<file path="src/rtl/cmd_stream_assembler.sv">
// cmd_stream_assembler
// Collects 4-byte little-endian host debug frames from a byte-wide AXI-Stream.
// Each good frame becomes one CMD_WIDTH-bit command word in a small FIFO.
// Commands are presented one at a time to the control FSM / datapath.
// Each command is held until cmd_done (or the optional hold timeout), then
// followed by a stretch of all-zero output so the control FSM returns to start.
//
// Output FSM states:
//   state    | meaning
//   ---------+--------------------------------------------------------------
//   ST_IDLE  | output zero; pop the FIFO head as soon as one is queued
//   ST_HOLD  | driving a command; wait for cmd_done or hold timeout
//   ST_CLEAR | output zero for CLEAR_CYCLES cycles; cmd_done ignored
module cmd_stream_assembler #(
    parameter int CMD_WIDTH    = 29,
    parameter int FIFO_DEPTH   = 4,
    parameter int HOLD_CYCLES  = 0,
    parameter int CLEAR_CYCLES = 1
) (
    input  logic                             CLOCK_50,
    input  logic                             rst,
    input  logic [7:0]                       s_TDATA,
    input  logic                             s_TVALID,
    input  logic                             s_TLAST,
    output logic                             s_TREADY,
    input  logic                             cmd_done,
    output logic [CMD_WIDTH-1:0]             cmd_out_TDATA,
    output logic                             cmd_active,
    output logic                             err_frame,
    output logic [$clog2(FIFO_DEPTH+1)-1:0]  pending_count
);

    localparam int PTR_W  = $clog2(FIFO_DEPTH);
    localparam int CNT_W  = $clog2(FIFO_DEPTH + 1);
    localparam int HOLD_W = (HOLD_CYCLES > 1) ? $clog2(HOLD_CYCLES) : 1;
    localparam int CLR_W  = (CLEAR_CYCLES > 1) ? $clog2(CLEAR_CYCLES) : 1;

    // Timers are down-counters: loaded with N-1 on entry, terminal count at zero.
    localparam logic [HOLD_W-1:0] HOLD_LOAD = (HOLD_CYCLES > 0) ? HOLD_W'(HOLD_CYCLES - 1) : '0;
    localparam logic [CLR_W-1:0]  CLR_LOAD  = CLR_W'(CLEAR_CYCLES - 1);
    localparam logic [CNT_W-1:0]  DEPTH_CNT = CNT_W'(FIFO_DEPTH);

    typedef enum logic [1:0] {
        ST_IDLE,
        ST_HOLD,
        ST_CLEAR
    } state_t;

    // Frame assembly state
    logic [1:0]               byte_idx;
    logic [23:0]              low_bytes;
    logic                     resync;
    logic [31:0]              frame_word;
    logic [31-CMD_WIDTH:0]    frame_excess;
    logic                     accept;
    logic                     push;

    // FIFO state
    logic [CMD_WIDTH-1:0]     fifo_mem [FIFO_DEPTH];
    logic [PTR_W-1:0]         wr_ptr;
    logic [PTR_W-1:0]         rd_ptr;
    logic [CNT_W-1:0]         fifo_cnt;
    logic                     pop;

    // Output FSM state
    state_t                   state;
    logic [HOLD_W-1:0]        hold_cnt;
    logic [CLR_W-1:0]         clr_cnt;
    logic                     hold_expired;

    // Ready depends only on reset and the registered FIFO occupancy.
    assign s_TREADY      = !rst && (fifo_cnt < DEPTH_CNT);
    assign accept        = s_TVALID && s_TREADY;
    assign pending_count = fifo_cnt;

    // Byte 3 is never stored: it is combined with the three stored bytes at the
    // accepting edge so the command can be pushed on that same edge.
    assign frame_word    = {s_TDATA, low_bytes};
    assign frame_excess  = frame_word[31:CMD_WIDTH];
    assign push          = accept && !resync && (byte_idx == 2'd3) && s_TLAST
                           && (frame_excess == '0);

    assign pop           = (state == ST_IDLE) && (fifo_cnt != '0);
    assign hold_expired  = (HOLD_CYCLES > 0) && (hold_cnt == '0);

    // Frame assembly: byte index, partial word, framing errors and resync.
    always_ff @(posedge CLOCK_50) begin
        if (rst) begin
            byte_idx  <= 2'd0;
            low_bytes <= '0;
            resync    <= 1'b0;
            err_frame <= 1'b0;
        end else begin
            err_frame <= 1'b0;
            if (accept) begin
                if (resync) begin
                    // Drop bytes until the lost frame's TLAST; no further errors.
                    if (s_TLAST) begin
                        resync <= 1'b0;
                    end
                end else if (byte_idx == 2'd3) begin
                    byte_idx <= 2'd0;
                    if (!s_TLAST) begin
                        err_frame <= 1'b1;
                        resync    <= 1'b1;
                    end else if (frame_excess != '0) begin
                        err_frame <= 1'b1;
                    end
                end else if (s_TLAST) begin
                    err_frame <= 1'b1;
                    byte_idx  <= 2'd0;
                end else begin
                    case (byte_idx)
                        2'd0:    low_bytes[7:0]   <= s_TDATA;
                        2'd1:    low_bytes[15:8]  <= s_TDATA;
                        default: low_bytes[23:16] <= s_TDATA;
                    endcase
                    byte_idx <= byte_idx + 2'd1;
                end
            end
        end
    end

    // Command FIFO; simultaneous push and pop leave the occupancy unchanged.
    always_ff @(posedge CLOCK_50) begin
        if (rst) begin
            wr_ptr   <= '0;
            rd_ptr   <= '0;
            fifo_cnt <= '0;
        end else begin
            if (push) begin
                fifo_mem[wr_ptr] <= frame_word[CMD_WIDTH-1:0];
                wr_ptr           <= wr_ptr + 1'b1;
            end
            if (pop) begin
                rd_ptr <= rd_ptr + 1'b1;
            end
            case ({push, pop})
                2'b10:   fifo_cnt <= fifo_cnt + 1'b1;
                2'b01:   fifo_cnt <= fifo_cnt - 1'b1;
                default: fifo_cnt <= fifo_cnt;
            endcase
        end
    end

    // Output FSM with registered command outputs and hold/clear timers.
    always_ff @(posedge CLOCK_50) begin
        if (rst) begin
            state         <= ST_IDLE;
            cmd_out_TDATA <= '0;
            cmd_active    <= 1'b0;
            hold_cnt      <= '0;
            clr_cnt       <= '0;
        end else begin
            case (state)
                ST_IDLE: begin
                    if (pop) begin
                        cmd_out_TDATA <= fifo_mem[rd_ptr];
                        cmd_active    <= 1'b1;
                        hold_cnt      <= HOLD_LOAD;
                        state         <= ST_HOLD;
                    end
                end
                ST_HOLD: begin
                    // cmd_done and a timeout on the same edge give one CLEAR.
                    if (cmd_done || hold_expired) begin
                        cmd_out_TDATA <= '0;
                        cmd_active    <= 1'b0;
                        clr_cnt       <= CLR_LOAD;
                        state         <= ST_CLEAR;
                    end else if (hold_cnt != '0) begin
                        hold_cnt <= hold_cnt - 1'b1;
                    end
                end
                ST_CLEAR: begin
                    if (clr_cnt == '0) begin
                        state <= ST_IDLE;
                    end else begin
                        clr_cnt <= clr_cnt - 1'b1;
                    end
                end
                default: begin
                    state         <= ST_IDLE;
                    cmd_out_TDATA <= '0;
                    cmd_active    <= 1'b0;
                end
            endcase
        end
    end

endmodule

</file>
<file path="config.mk">
export PLATFORM = sky130hd
export DESIGN_NAME = cmd_stream_assembler
export DESIGN_NICKNAME = d
export VERILOG_FILES = /design/src/rtl/cmd_stream_assembler.sv
export SDC_FILE = /design/constraint.sdc
export NUM_CORES = 1
export LEC_CHECK = 0
export CAP_MARGIN = 40
export CORE_ASPECT_RATIO = 0.8
export CORE_MARGIN = 1
export CORE_UTILIZATION = 48
export DETAILED_ROUTE_END_ITERATION = 12
export MAX_ROUTING_LAYER = met4
export PLACE_DENSITY_LB_ADDON = 0.1
export SETUP_SLACK_MARGIN = 0.3
export SLEW_MARGIN = 10
export SYNTH_ARGS = -nofsm -noshare
export SYNTH_HDL_FRONTEND = slang
export SYNTH_SLANG_ARGS = --single-unit
</file>
<file path="constraint.sdc">
create_clock -name CLOCK_50 -period 7 [get_ports CLOCK_50]
set_input_delay 0.7 -clock CLOCK_50 [delete_from_list [all_inputs] [get_ports CLOCK_50]]
set_output_delay 0.7 -clock CLOCK_50 [all_outputs]
set_load 0.1 [all_outputs]
</file>
# Yosys cells after proc, flatten, opt, wreduce, memory -nomap -nowiden
# Memory sizes are Yosys's and may differ from the RTL's. A register that Yosys moved wholly into a read port is not among the register bits.
# Cells that the tools add are included.
# totals
register_bits,68
latchBits,0
ram_bits,116
romBits,0
out_inout_bits,35
elab_cells,88
n_memories,1
# op_classes
n_addsub,6
multipliers,0
div,0
magnitude_cmp,1
n_eq_ne,9
shift,0
muxes,27
bitwise_logic,6
n_reduce_logical,25
# memory_table
memory,depth,word_bits,read_ports,rd_ports_with_merged_regs,write_ports,line,text
fifo_mem,4,29,1,1,1,59,logic [CMD_WIDTH-1:0] fifo_mem [FIFO_DEPTH];
# ops
operator,n
$pmux W29 S3,1
$mux W29,2
$reduce_and A5 Y1,3
$mux W2,7
$mux W1,13
$logic_and A1 B1 Y1,7
$add A2 B1 Y2 const B,3
$eq A2 B1 Y1 const B,3
$eq A2 B2 Y1 const B,3
$ne A2 B2 Y1 const B,3
$not A1 Y1,6
$pmux W2 S3,1
$pmux W3 S2,1
$reduce_and A3 Y1,2
$reduce_bool A3 Y1,2
$logic_not A2 Y1,2
$reduce_and A2 Y1,2
$reduce_bool A2 Y1,2
$add A3 B1 Y3 const B,1
$logic_not A3 Y1,1
$lt A3 B3 Y1 const B,1
$pmux W1 S3,1
$reduce_or A3 Y1,1
$sub A3 B1 Y3 const B,1
other kinds (4),5

# Longest topological paths before layout
# depth
depth_word,10
ltp_mapped,10
depth_no_buf,10

# Worst setup path after synthesis
# Ideal clock, no wire load.
# synth_path
path_kind,register to register
startpoint,register fifo_cnt[0] (netlist: pending_count[0])
endpoint,register fifo_cnt[2] (netlist: pending_count[2])
t_arrival_ns,3.124
slack_ns,3.806
stages_incl_launch_ff,11
path_buffers,1
path_cell_list,dfxtp_1 > nor3_1 > or2_2 > inv_1 > clkbuf_1 > ha_1 > inv_1 > fa_1 > xor2_1 > or3_1 > a21oi_1
# synth_via
elab_cells_between_ends,15
classes_between,add/sub: 2; order compare: 1; eq/ne: 2; mux: 1; reduce/logical: 9
# synth_rtl
element,line,text
"start, declared",62,logic [CNT_W-1:0] fifo_cnt;
"start signal, assigned",139,2'b10: fifo_cnt <= fifo_cnt + 1'b1;
"start signal, assigned",140,2'b01: fifo_cnt <= fifo_cnt - 1'b1;
"start signal, assigned",141,default: fifo_cnt <= fifo_cnt;
$reduce_bool A3 Y1 *,83,assign pop = (state == ST_IDLE) && (fifo_cnt != '0);
$logic_and A1 B1 Y1 *,83,
net pop,63,logic pop;
$eq A2 B1 Y1 or $eq A2 B2 Y1 (tied branches),138,"case ({push, pop})"
$pmux W3 S2 or $reduce_bool A2 Y1 (tied branches),n/a,
# The timed path passes the listed nets; every way through them passes the cells marked *.
# A chain may end at the register's enable or synchronous reset.

# Worst setup path in the final report
# layout_path
startpoint,input port rst
endpoint,register fifo_cnt[2] (netlist: pending_count[2])
# layout_via
elab_chain_cells,9
elab_cells_between_ends,11
classes_between,eq/ne: 2; mux: 1; reduce/logical: 8
# layout_rtl
element,line,text
"start, declared",21,"input logic rst,"
$logic_not A1 Y1,72,assign s_TREADY = !rst && (fifo_cnt < DEPTH_CNT);
$logic_and A1 B1 Y1,72,
$logic_and A1 B1 Y1,73,assign accept = s_TVALID && s_TREADY;
$logic_and A1 B1 Y1 (3 in series),80,assign push = accept && !resync && (byte_idx == 2'd3) && s_TLAST
$logic_and A1 B1 Y1,81,&& (frame_excess == '0);
$eq A2 B1 Y1 or $eq A2 B2 Y1 (tied branches),138,
$pmux W3 S2 or $reduce_bool A2 Y1 (tied branches),n/a,
# Several ways; a longest one is shown, not always the timed one.

==> flow_summary.yaml <==
outcome:
  status: "finished clean"
cells_and_area:
  n_antenna_cell: 0
  drive_above_1_share: 0.2311
  syn_to_final_growth_pct: 26.33
  final_cell_area_sq_um: 8758
  ff_latch_area_sq_um: 4867
  multi_input_area_sq_um: 1912
  fillerInstances: 992
  final_nets: 537
cts:
  htreeDepth: 4
  root_buffer: "clkbuf_16"
  holdBufCountCts: 0
  cts_buffer_depth: 2
  clk_latency_ns: 0.42
  clock_sinks: 185
  post-cts-setup-buffer-count: 0
  cts_tree: "done"
  path_clk_slew_ns: 0.06
  ctsResizeCount: 0
  cts_made_buffers: 17
yosys:
  synthArstFlopShare: 0
  netlist_top_cells_count: "116 x edfxtp_1, 69 x dfxtp_1, 31 x nand3_1, 29 x mux4_2, 29 x o2bb2ai_1"
  synthTopCellsByArea: "edfxtp_1 50%, dfxtp_1 20%, mux4_2 9.4%, o2bb2ai_1 3.7%, nand3_1 2.2%"
  ys_types: 39
  synth.avg_cell_area_sq_um: 15.94
  netlist_instances: 435
  syn_area_sq_um: 6933
  yosysSeqAreaShare: 0.7017
  synth_top_area_frac: 0.5024
  ys_seq_elements: 185
  synth_nets: 457
  yosys_warnings: 0
  yosysMostFrequentCell: "edfxtp_1"
  synth_edf_count: 116
  synth_top_flop_cell: "edfxtp_1"
  synth_top_area_cell: "edfxtp_1"
detailed_routing:
  num_vias: 3935
  drt-pass1-iter-count: 4
  wl_per_cell_microns: 19.30
  drtIter0Drc: 264
  antenna_left: 0
  drc: 0
  avgViaCountPerCell: 5.558
  wl_microns: 13670
timing:
  finalClockSkew_ns: 0.008548
  final_hold_viol_count: 0
  finalCritPeriodShare: 0.5156
  period_needed_ns: 3.609
  finalSetupTns_ns: 0
  drv_slew: 0
  slew_headroom: 0.4462
  max_clock_freq_mhz: 277.1
  rsz0062_at_grt: "no"
  tightest_slew_ns: 0.8308
  setup_viol: 0
place:
  port-buffer-count: 47
  dpl.hpwl_microns: 8738
  placed_area_sq_um: 8155
  gp_congestion: 0.8015
power:
  p_comb_frac: 0.021
  switchingPower_w: 0.0004253
  powerDensity_nw_per_um2: 248.5
  irDropWorstVdd_v: 0.0002043
  p_leak_nw: 2.946
  swShare: 0.1954
  p_clk_frac: 0.447
  p_seq_frac: 0.532
  p_int_w: 0.001752
worst_hold_path:
  min_path_type: "register to register"
setup_path:
  path_max_fanout: 23
  crit_path_end_kind: "register"
  cpMaxStageDelayCell: "or4b_1"
  cp.buffers_inverters: 3
  cpPeakStageDelay_ns: 0.91
  path_cells: "clkdlybuf4s50_1 > or4b_1 > nor3_4 > inv_1 > ha_1 > inv_1 > fa_1 > xor2_1 > or3_1 > a21oi_1"
  worstPathRequired_ns: 7.34
  path_class: "input pin to register"
  crit_path_frequent_cell: "inv_1"
  worstPathArrival_ns: 3.95
  crit_family: "simple AND/OR/NAND/NOR gates"
  critPathLaunchType: "input pin"
floorplanning:
  coreArea_sq_um: 13840
  die_width_microns: 136.4
  initial_utilization: 0.5011
  io-pin-count: 48
  rows: 38
  chipHeight_microns: 109.5
  die_area_sq_um: 14930
grt:
  grt_remaining_overflow: 0
  grt_pass1_wl_microns: 21720
  grt_pass1_vias: 3955
  grt_max_degree: 36
  grt_usage: 0.2113
  antenna_found_initial: 0
job:
  drv_cap: 0
[layout by cell type (no fill, tap or decap), types with 5 or more instances in the layout]
master	instances
inv_1	15
dfxtp_1	67
mux4_2	29
o21ai_0	7
o311ai_0	5
nor2_1	7
nand2_1	18
a21oi_1	10
buf_8	34
nand3_1	31
clkdlybuf4s50_1	47
clkbuf_16	18
edfxtp_1	116
nor4_1	7
ha_1	8
o2bb2ai_1	29
mux2i_1	13
[sequential cells by signal, summed over array words and instances, names as in the netlist, named ones only]
signal         flops
err_frame          1
cmd_out_TDATA     29
resync             1
pending_count      3
cmd_active         1
state              2
fifo_mem         116
low_bytes         24
rd_ptr             2
byte_idx           2
wr_ptr             2
[worst min-delay path, cell delays in order, from the launching register on]
cell	delay (ns)
dfxtp_1	0.31
nand2_1	0.05
a21oi_1	0.05
[metrics by stage]
stage	cells	setup slack, ns	power, W	hold WS, ns	utilization
4_1_cts	708	3.420	0.002194	0.4702	0.6330
3_5_place_dp	676	2.949	0.001227	0.4582	0.5894
3_3_place_gp	637	3.061	0.001222	0.4553	0.5462
2_1_floorplan	435	3.806	0.001205	0.4219	-
6_report	708	3.391	0.002177	0.4650	0.6330
5_1_grt	708	3.261	0.002243	0.4925	0.6330
[layout make-up]
| class | instances | area share |
|---|---|---|
| tap | 180 | 0.02571 |
| clock buffer | 20 | 0.05229 |
| multi-input combinational | 206 | 0.2183 |
| inverter | 16 | 0.006857 |
| timing repair buffer | 89 | 0.1246 |
| clock inverter | 12 | 0.01657 |
| sequential | 185 | 0.5557 |
[power by group through the flow]
stage | registers [W] | clock network (W) | logic [W]
4_1_cts | 0.00116 | 0.000990 | 0.0000456
2_1_floorplan | 0.00118 | 0 | 0.0000219
3_3_place_gp | 0.00118 | 0 | 0.0000407
3_5_place_dp | 0.00118 | 0 | 0.0000455
6_report | 0.00116 | 0.000973 | 0.0000455
5_1_grt | 0.00116 | 0.00104 | 0.0000486
[routing by layer]
metal | global-route usage | vias to the layer above | share of wire
met2 | 0.3249 | 94 | 0.48
li1 | - | 1849 | -
met4 | 0.08175 | 0 | 0.014
met1 | 0.2707 | 1981 | 0.47
met3 | 0.05440 | 11 | 0.037
met5 | - | - | 0
[path summary, 6_finish.rpt]
path	start	to	slack [ns]	depth (start not counted)
worst min-delay path	cmd_active	cmd_active	0.47	2
worst max register to register	state[1]	pending_count[2]	4.09	9
worst min register to register	cmd_active	cmd_active	0.47	2
worst max-delay path	rst	pending_count[2]	3.39	10
[kinds of logic after synthesis]
logic type,count (synthesis),share of synthesized area
buffers and inverters,44,0.02454
flip-flops,185,0.7017
XOR/XNOR,2,0.002527
AO/OA/AOI/OAI,62,0.06840
multiplexers,43,0.1146
adder cells (fa/ha/maj),9,0.01733
AND/OR/NAND/NOR,90,0.07093
No activity file was read; power rests on OpenSTA's default activity.
